===== src/rtl/time_set_ctrl.sv =====
// time_set_ctrl: key-driven setting front end for the digital clock.
// Debounces the mode/select/increment buttons, runs the RUN / SET_TIME /
// SET_ALARM mode machine and edits BCD time and alarm digits with wrap.
module time_set_ctrl #(
    parameter int unsigned DEBOUNCE_CYCLES = 10000,
    parameter int unsigned CNT_W           = 16
) (
    input  logic       clk,
    input  logic       rst_n,
    input  logic       key_mode_n,
    input  logic       key_sel_n,
    input  logic       key_inc_n,
    input  logic [3:0] cur_hour_shi,
    input  logic [3:0] cur_hour_ge,
    input  logic [3:0] cur_min_shi,
    input  logic [3:0] cur_min_ge,
    input  logic [3:0] cur_sec_shi,
    input  logic [3:0] cur_sec_ge,
    output logic [3:0] set_hour_shi,
    output logic [3:0] set_hour_ge,
    output logic [3:0] set_min_shi,
    output logic [3:0] set_min_ge,
    output logic [3:0] set_sec_shi,
    output logic [3:0] set_sec_ge,
    output logic       set_time_finish,
    output logic [3:0] clock_hour_shi,
    output logic [3:0] clock_hour_ge,
    output logic [3:0] clock_min_shi,
    output logic [3:0] clock_min_ge,
    output logic       clock_en,
    output logic [1:0] mode,
    output logic [1:0] field
);

    typedef enum logic [1:0] {
        ST_RUN       = 2'd0,
        ST_SET_TIME  = 2'd1,
        ST_SET_ALARM = 2'd2
    } state_t;

    localparam logic [CNT_W-1:0] LP_CNT_MAX = CNT_W'(DEBOUNCE_CYCLES - 1);

    // Key index: 0 = mode, 1 = sel, 2 = inc
    logic [2:0]       w_key_raw;
    logic [2:0]       r_sync1;
    logic [2:0]       r_sync2;
    logic [2:0]       r_stable;
    logic [2:0]       r_evt;
    logic [CNT_W-1:0] r_cnt [3];

    logic w_ev_mode;
    logic w_ev_sel;
    logic w_ev_inc;

    state_t      r_state, w_nxt_state;
    logic [1:0]  r_field, w_nxt_field;
    logic [23:0] r_set,   w_nxt_set;     // {hour_shi,hour_ge,min_shi,min_ge,sec_shi,sec_ge}
    logic [15:0] r_clk,   w_nxt_clk;     // {hour_shi,hour_ge,min_shi,min_ge}
    logic        r_clk_en, w_nxt_clk_en;
    logic        r_finish, w_nxt_finish;

    assign w_key_raw = {key_inc_n, key_sel_n, key_mode_n};

    // Hour increment: 09->10, 19->20, 23->00; any out-of-range value wraps to 00
    function automatic logic [7:0] inc_hour(input logic [7:0] v);
        logic [3:0] shi;
        logic [3:0] ge;
        shi = v[7:4];
        ge  = v[3:0];
        if (shi > 4'd2 || ge > 4'd9 || (shi == 4'd2 && ge >= 4'd3))
            return 8'h00;
        else if (ge == 4'd9)
            return {shi + 4'd1, 4'd0};
        else
            return {shi, ge + 4'd1};
    endfunction

    // Minute/second increment: x9 carries into tens, 59->00; out-of-range wraps to 00
    function automatic logic [7:0] inc_ms(input logic [7:0] v);
        logic [3:0] shi;
        logic [3:0] ge;
        shi = v[7:4];
        ge  = v[3:0];
        if (shi > 4'd5 || ge > 4'd9)
            return 8'h00;
        else if (ge == 4'd9)
            return (shi == 4'd5) ? 8'h00 : {shi + 4'd1, 4'd0};
        else
            return {shi, ge + 4'd1};
    endfunction

    // Per-key synchronizer, stability counter and press-event register
    always_ff @(posedge clk or negedge rst_n) begin
        if (!rst_n) begin
            r_sync1  <= '1;
            r_sync2  <= '1;
            r_stable <= '1;
            r_evt    <= '0;
            for (int unsigned k = 0; k < 3; k++)
                r_cnt[k] <= '0;
        end else begin
            r_sync1 <= w_key_raw;
            r_sync2 <= r_sync1;
            r_evt   <= '0;
            for (int unsigned k = 0; k < 3; k++) begin
                if (r_sync2[k] == r_stable[k]) begin
                    r_cnt[k] <= '0;
                end else if (r_cnt[k] == LP_CNT_MAX) begin
                    r_stable[k] <= r_sync2[k];
                    r_cnt[k]    <= '0;
                    r_evt[k]    <= ~r_sync2[k];
                end else begin
                    r_cnt[k] <= r_cnt[k] + 1'b1;
                end
            end
        end
    end

    // Same-cycle priority: mode beats sel beats inc
    assign w_ev_mode = r_evt[0];
    assign w_ev_sel  = r_evt[1] & ~r_evt[0];
    assign w_ev_inc  = r_evt[2] & ~r_evt[1] & ~r_evt[0];

    // State and edited-digit registers
    always_ff @(posedge clk or negedge rst_n) begin
        if (!rst_n) begin
            r_state  <= ST_RUN;
            r_field  <= '0;
            r_set    <= '0;
            r_clk    <= '0;
            r_clk_en <= 1'b0;
            r_finish <= 1'b0;
        end else begin
            r_state  <= w_nxt_state;
            r_field  <= w_nxt_field;
            r_set    <= w_nxt_set;
            r_clk    <= w_nxt_clk;
            r_clk_en <= w_nxt_clk_en;
            r_finish <= w_nxt_finish;
        end
    end

    // Mode transitions, field selection and digit editing
    always_comb begin
        w_nxt_state  = r_state;
        w_nxt_field  = r_field;
        w_nxt_set    = r_set;
        w_nxt_clk    = r_clk;
        w_nxt_clk_en = r_clk_en;
        w_nxt_finish = 1'b0;
        case (r_state)
            ST_RUN: begin
                if (w_ev_mode) begin
                    w_nxt_state = ST_SET_TIME;
                    w_nxt_field = 2'd0;
                    w_nxt_set   = {cur_hour_shi, cur_hour_ge, cur_min_shi,
                                   cur_min_ge, cur_sec_shi, cur_sec_ge};
                end else if (w_ev_sel) begin
                    w_nxt_clk_en = ~r_clk_en;
                end
            end
            ST_SET_TIME: begin
                if (w_ev_mode) begin
                    w_nxt_state  = ST_SET_ALARM;
                    w_nxt_field  = 2'd0;
                    w_nxt_finish = 1'b1;
                end else if (w_ev_sel) begin
                    w_nxt_field = (r_field >= 2'd2) ? 2'd0 : r_field + 2'd1;
                end else if (w_ev_inc) begin
                    case (r_field)
                        2'd0:    w_nxt_set[23:16] = inc_hour(r_set[23:16]);
                        2'd1:    w_nxt_set[15:8]  = inc_ms(r_set[15:8]);
                        2'd2:    w_nxt_set[7:0]   = inc_ms(r_set[7:0]);
                        default: w_nxt_set        = r_set;
                    endcase
                end
            end
            ST_SET_ALARM: begin
                if (w_ev_mode) begin
                    w_nxt_state = ST_RUN;
                    w_nxt_field = 2'd0;
                end else if (w_ev_sel) begin
                    w_nxt_field = (r_field == 2'd0) ? 2'd1 : 2'd0;
                end else if (w_ev_inc) begin
                    case (r_field)
                        2'd0:    w_nxt_clk[15:8] = inc_hour(r_clk[15:8]);
                        2'd1:    w_nxt_clk[7:0]  = inc_ms(r_clk[7:0]);
                        default: w_nxt_clk       = r_clk;
                    endcase
                end
            end
            default: begin
                w_nxt_state = ST_RUN;
                w_nxt_field = 2'd0;
            end
        endcase
    end

    assign {set_hour_shi, set_hour_ge, set_min_shi, set_min_ge,
            set_sec_shi, set_sec_ge}                     = r_set;
    assign {clock_hour_shi, clock_hour_ge, clock_min_shi,
            clock_min_ge}                                = r_clk;
    assign set_time_finish = r_finish;
    assign clock_en        = r_clk_en;
    assign mode            = r_state;
    assign field           = r_field;

endmodule


===== config.mk =====
export PLATFORM = sky130hd
export DESIGN_NAME = time_set_ctrl
export DESIGN_NICKNAME = d
export VERILOG_FILES = /design/src/rtl/time_set_ctrl.sv
export SDC_FILE = /design/constraint.sdc
export NUM_CORES = 1
export LEC_CHECK = 0
export CORE_MARGIN = 2
export CORE_UTILIZATION = 45
export DETAILED_ROUTE_END_ITERATION = 6
export GPL_TIMING_DRIVEN = 0
export PLACE_DENSITY = 0.67
export SLEW_MARGIN = 20
export SYNTH_ARGS = -nofsm -noshare
export SYNTH_HDL_FRONTEND = slang
export SYNTH_SLANG_ARGS = --single-unit

===== constraint.sdc =====
create_clock -name clk -period 5.95 [get_ports clk]
set_input_delay 1.19 -clock clk [delete_from_list [all_inputs] [get_ports clk]]
set_output_delay 1.19 -clock clk [all_outputs]
set_load 0.05 [all_outputs]

==> flow_summary.ini <==
[status]
status = complete, no violations

[timing]
period_share_pct = 49.3
drv_slew = 0
skew_ns = 0.00717
setup_viol = 0
rsz0062_at_grt = false
min_period_ns = 2.93
setup_ws_ns = 3.02
finalHoldViolCount = 0
whs_ns = 0.357
max_freq_mhz = 341
max-slew-margin-rel_pct = 52.0
worst_slew_pin_slew_ns = 0.710

[setup_path]
cp-end-kind = primary output
crit_required_ns = 4.76
cp_slowest_cell = clkdlybuf4s50_1
critPathMaxStageDelay_ns = 0.87
worstPathArrival_ns = 1.74
r2r-start = mode[1]
crit_buf_inv = 1
crit_type = flip-flop to primary output
r2r.worst_path.cells = 6
r2r_end = r_set[5]
crit_chain = clkdlybuf4s50_1
critPathMaxFanout = 9
r2r_slack_ns = 3.58
setup.worst_path.start_class = flip-flop
crit_family = buffers and inverters

[drt]
vias_per_cell = 5.57
wirelength_um = 12500
dr.pass1.iters = 6
routedWlPerCell_um = 15.0
vias = 4632
final_antenna_net_count = 0
drc = 0
drtIter0Drc = 339

[layout]
syn_to_final_growth_pct = 22.1
fill_cells = 1133
fin_nets = 694
fin_area_mm2 = 0.00700
instances_no_fill = 832
seq_area_mm2 = 0.00266
layout-drive-gt1-share_pct = 10.9
num_antenna_cells = 0
multiInputGateArea_mm2 = 0.00291

[synth]
yosysMostFrequentCell = dfrtp_1
yosys-top-cells-count = 97 x dfrtp_1, 55 x nor2_1, 46 x nand2_1
postSynth.asyncResetShare_pct = 100
yosysSeqAreaShare_pct = 46.4
syn-num-nets = 608
yosys.area.top_type_share_pct = 42.3
netlist_instances = 569
ys_ff_latch = 106
yosys_warnings = 0
netlist_area_mm2 = 0.00574
synth_edf_count = 0
synth_cell_type_count = 67
yosysTopAreaCell = dfrtp_1
synth_area_leaders = dfrtp_1 42%, dfstp_2 4.1%, xor2_1 4.0%
synth_top_flop_cell = dfrtp_1
avgSynthCellArea_um2 = 10.1

[clock_network]
cts_resized = 0
cts_made_buffers = 9
cts_root_buf = clkbuf_16
cts_tree = done
clkLatencyLatePin_ns = 0.35
holdBufCountCts = 0
clock-sinks = 106
htreeDepth = 3
path_clk_slew_ns = 0.07
cts_setup_buffers = 0
cts_buffer_depth = 2

[die]
start_util_pct = 45.8
dieWidth_um = 117
die-area_mm2 = 0.0137
core-area_mm2 = 0.0125
die_h_um = 117
rows = 41
boundaryPins = 75

[place]
placed_area_mm2 = 0.00672
dp_hpwl_um = 9040
io_buffers = 74
gp_congestion = 0.852
place_ws_ns = 3.41
dp_cells = 816

[global_routing]
antenna_found_initial = 0
grt_pass1_wl_um = 21200
grt_util_all_layers_pct = 19.5
grt_pass1_vias = 4464
grt_max_degree = 67
grt_overflow = 0

[min_path]
hold_start = r_sync1[0]
hold_depth = 0
min_path_type = flip-flop to flip-flop
whs_endpoint = r_sync2[0]

[power_and_ir_drop]
p_leak_nw = 2.87
peakVddDrop_mv = 0.143
pwr_density_cell_mw_per_mm2 = 194

[job]
cap_violations = 0
-- layout by cell type, fill, tap and decap left out, drive strengths merged, types with 11 or more instances in the layout --
cell type	count
a21oi	24
and3	14
buf	11
clkbuf	16
clkdlybuf4s50	73
dfrtp	97
inv	20
nand2	46
nand3	34
nand4	27
nor2	55
o21ai	22
xnor2	13
xor2	26
-- worst max path at each step --
stage | startpoint | end | slack (ns) | cells past startpoint
after floorplan | mode[0] | r_set[5] | 3.77 | 5
final | r_set[18] | set_hour_ge[2] | 3.02 | 1
after global routing | r_set[18] | set_hour_ge[2] | 2.99 | 1
after CTS | r_set[18] | set_hour_ge[2] | 3.02 | 1
after global placement | rst_n | r_clk[5] | -0.28 | 1
after detailed placement | r_set[18] | set_hour_ge[2] | 3.41 | 1
-- kinds of logic (layout without fill, tap and decap cells) --
family	count (synthesis)	after routing	share of synthesized area [%]
compound gates	125	125	16.1
xor+xnor	39	39	5.95
fa+ha+maj	10	10	2.18
buf+inv	35	126	2.81
flops	106	106	46.4
mux	9	9	1.92
simple gates	245	245	24.6
-- final cells by class --
type | count | share of cell area [%]
timing repair buffer | 75 | 11.0
inverter | 19 | 1.02
tap | 172 | 3.07
sequential | 106 | 38.0
clock inverter | 7 | 0.786
multi-input combinational | 428 | 41.6
clock buffer | 9 | 3.22
buffer | 16 | 1.29
-- power breakdown --
group | switching (mW) | total (mW) | internal, mW
logic | 0.0287 | 0.0573 | 0.0286
clock network | 0.281 | 0.567 | 0.287
registers | 0.00623 | 0.735 | 0.729
total | 0.315 | 1.36 | 1.04
-- per-stage QoR --
step	util [%]	setup TNS (ns)	total power [mW]
floorplan	-	0	0.766
global placement	53.5	-26.15	0.805
detailed placement	53.7	0	0.807
CTS	55.9	0	1.38
global route	55.9	0	1.41
finish	55.9	0	1.36
-- sequential cells by signal, indices dropped and copies added (netlist names) --
register	cells
r_sync1	3
r_sync2	3
r_evt	3
r_set	24
set_time_finish	1
r_clk	16
field	2
clock_en	1
mode	2
r_stable	3
r_cnt	48
-- metal layers --
metal  global-route usage [%]  routed length [um]  part of all wire [%]
met3                     3.66                 571                   4.6
met4                     8.31                 318                   2.6
met1                     27.0                5900                    47
met5                        0                   0                     0
met2                     30.0                5680                    46
No activity file was read; power rests on OpenSTA's default activity.
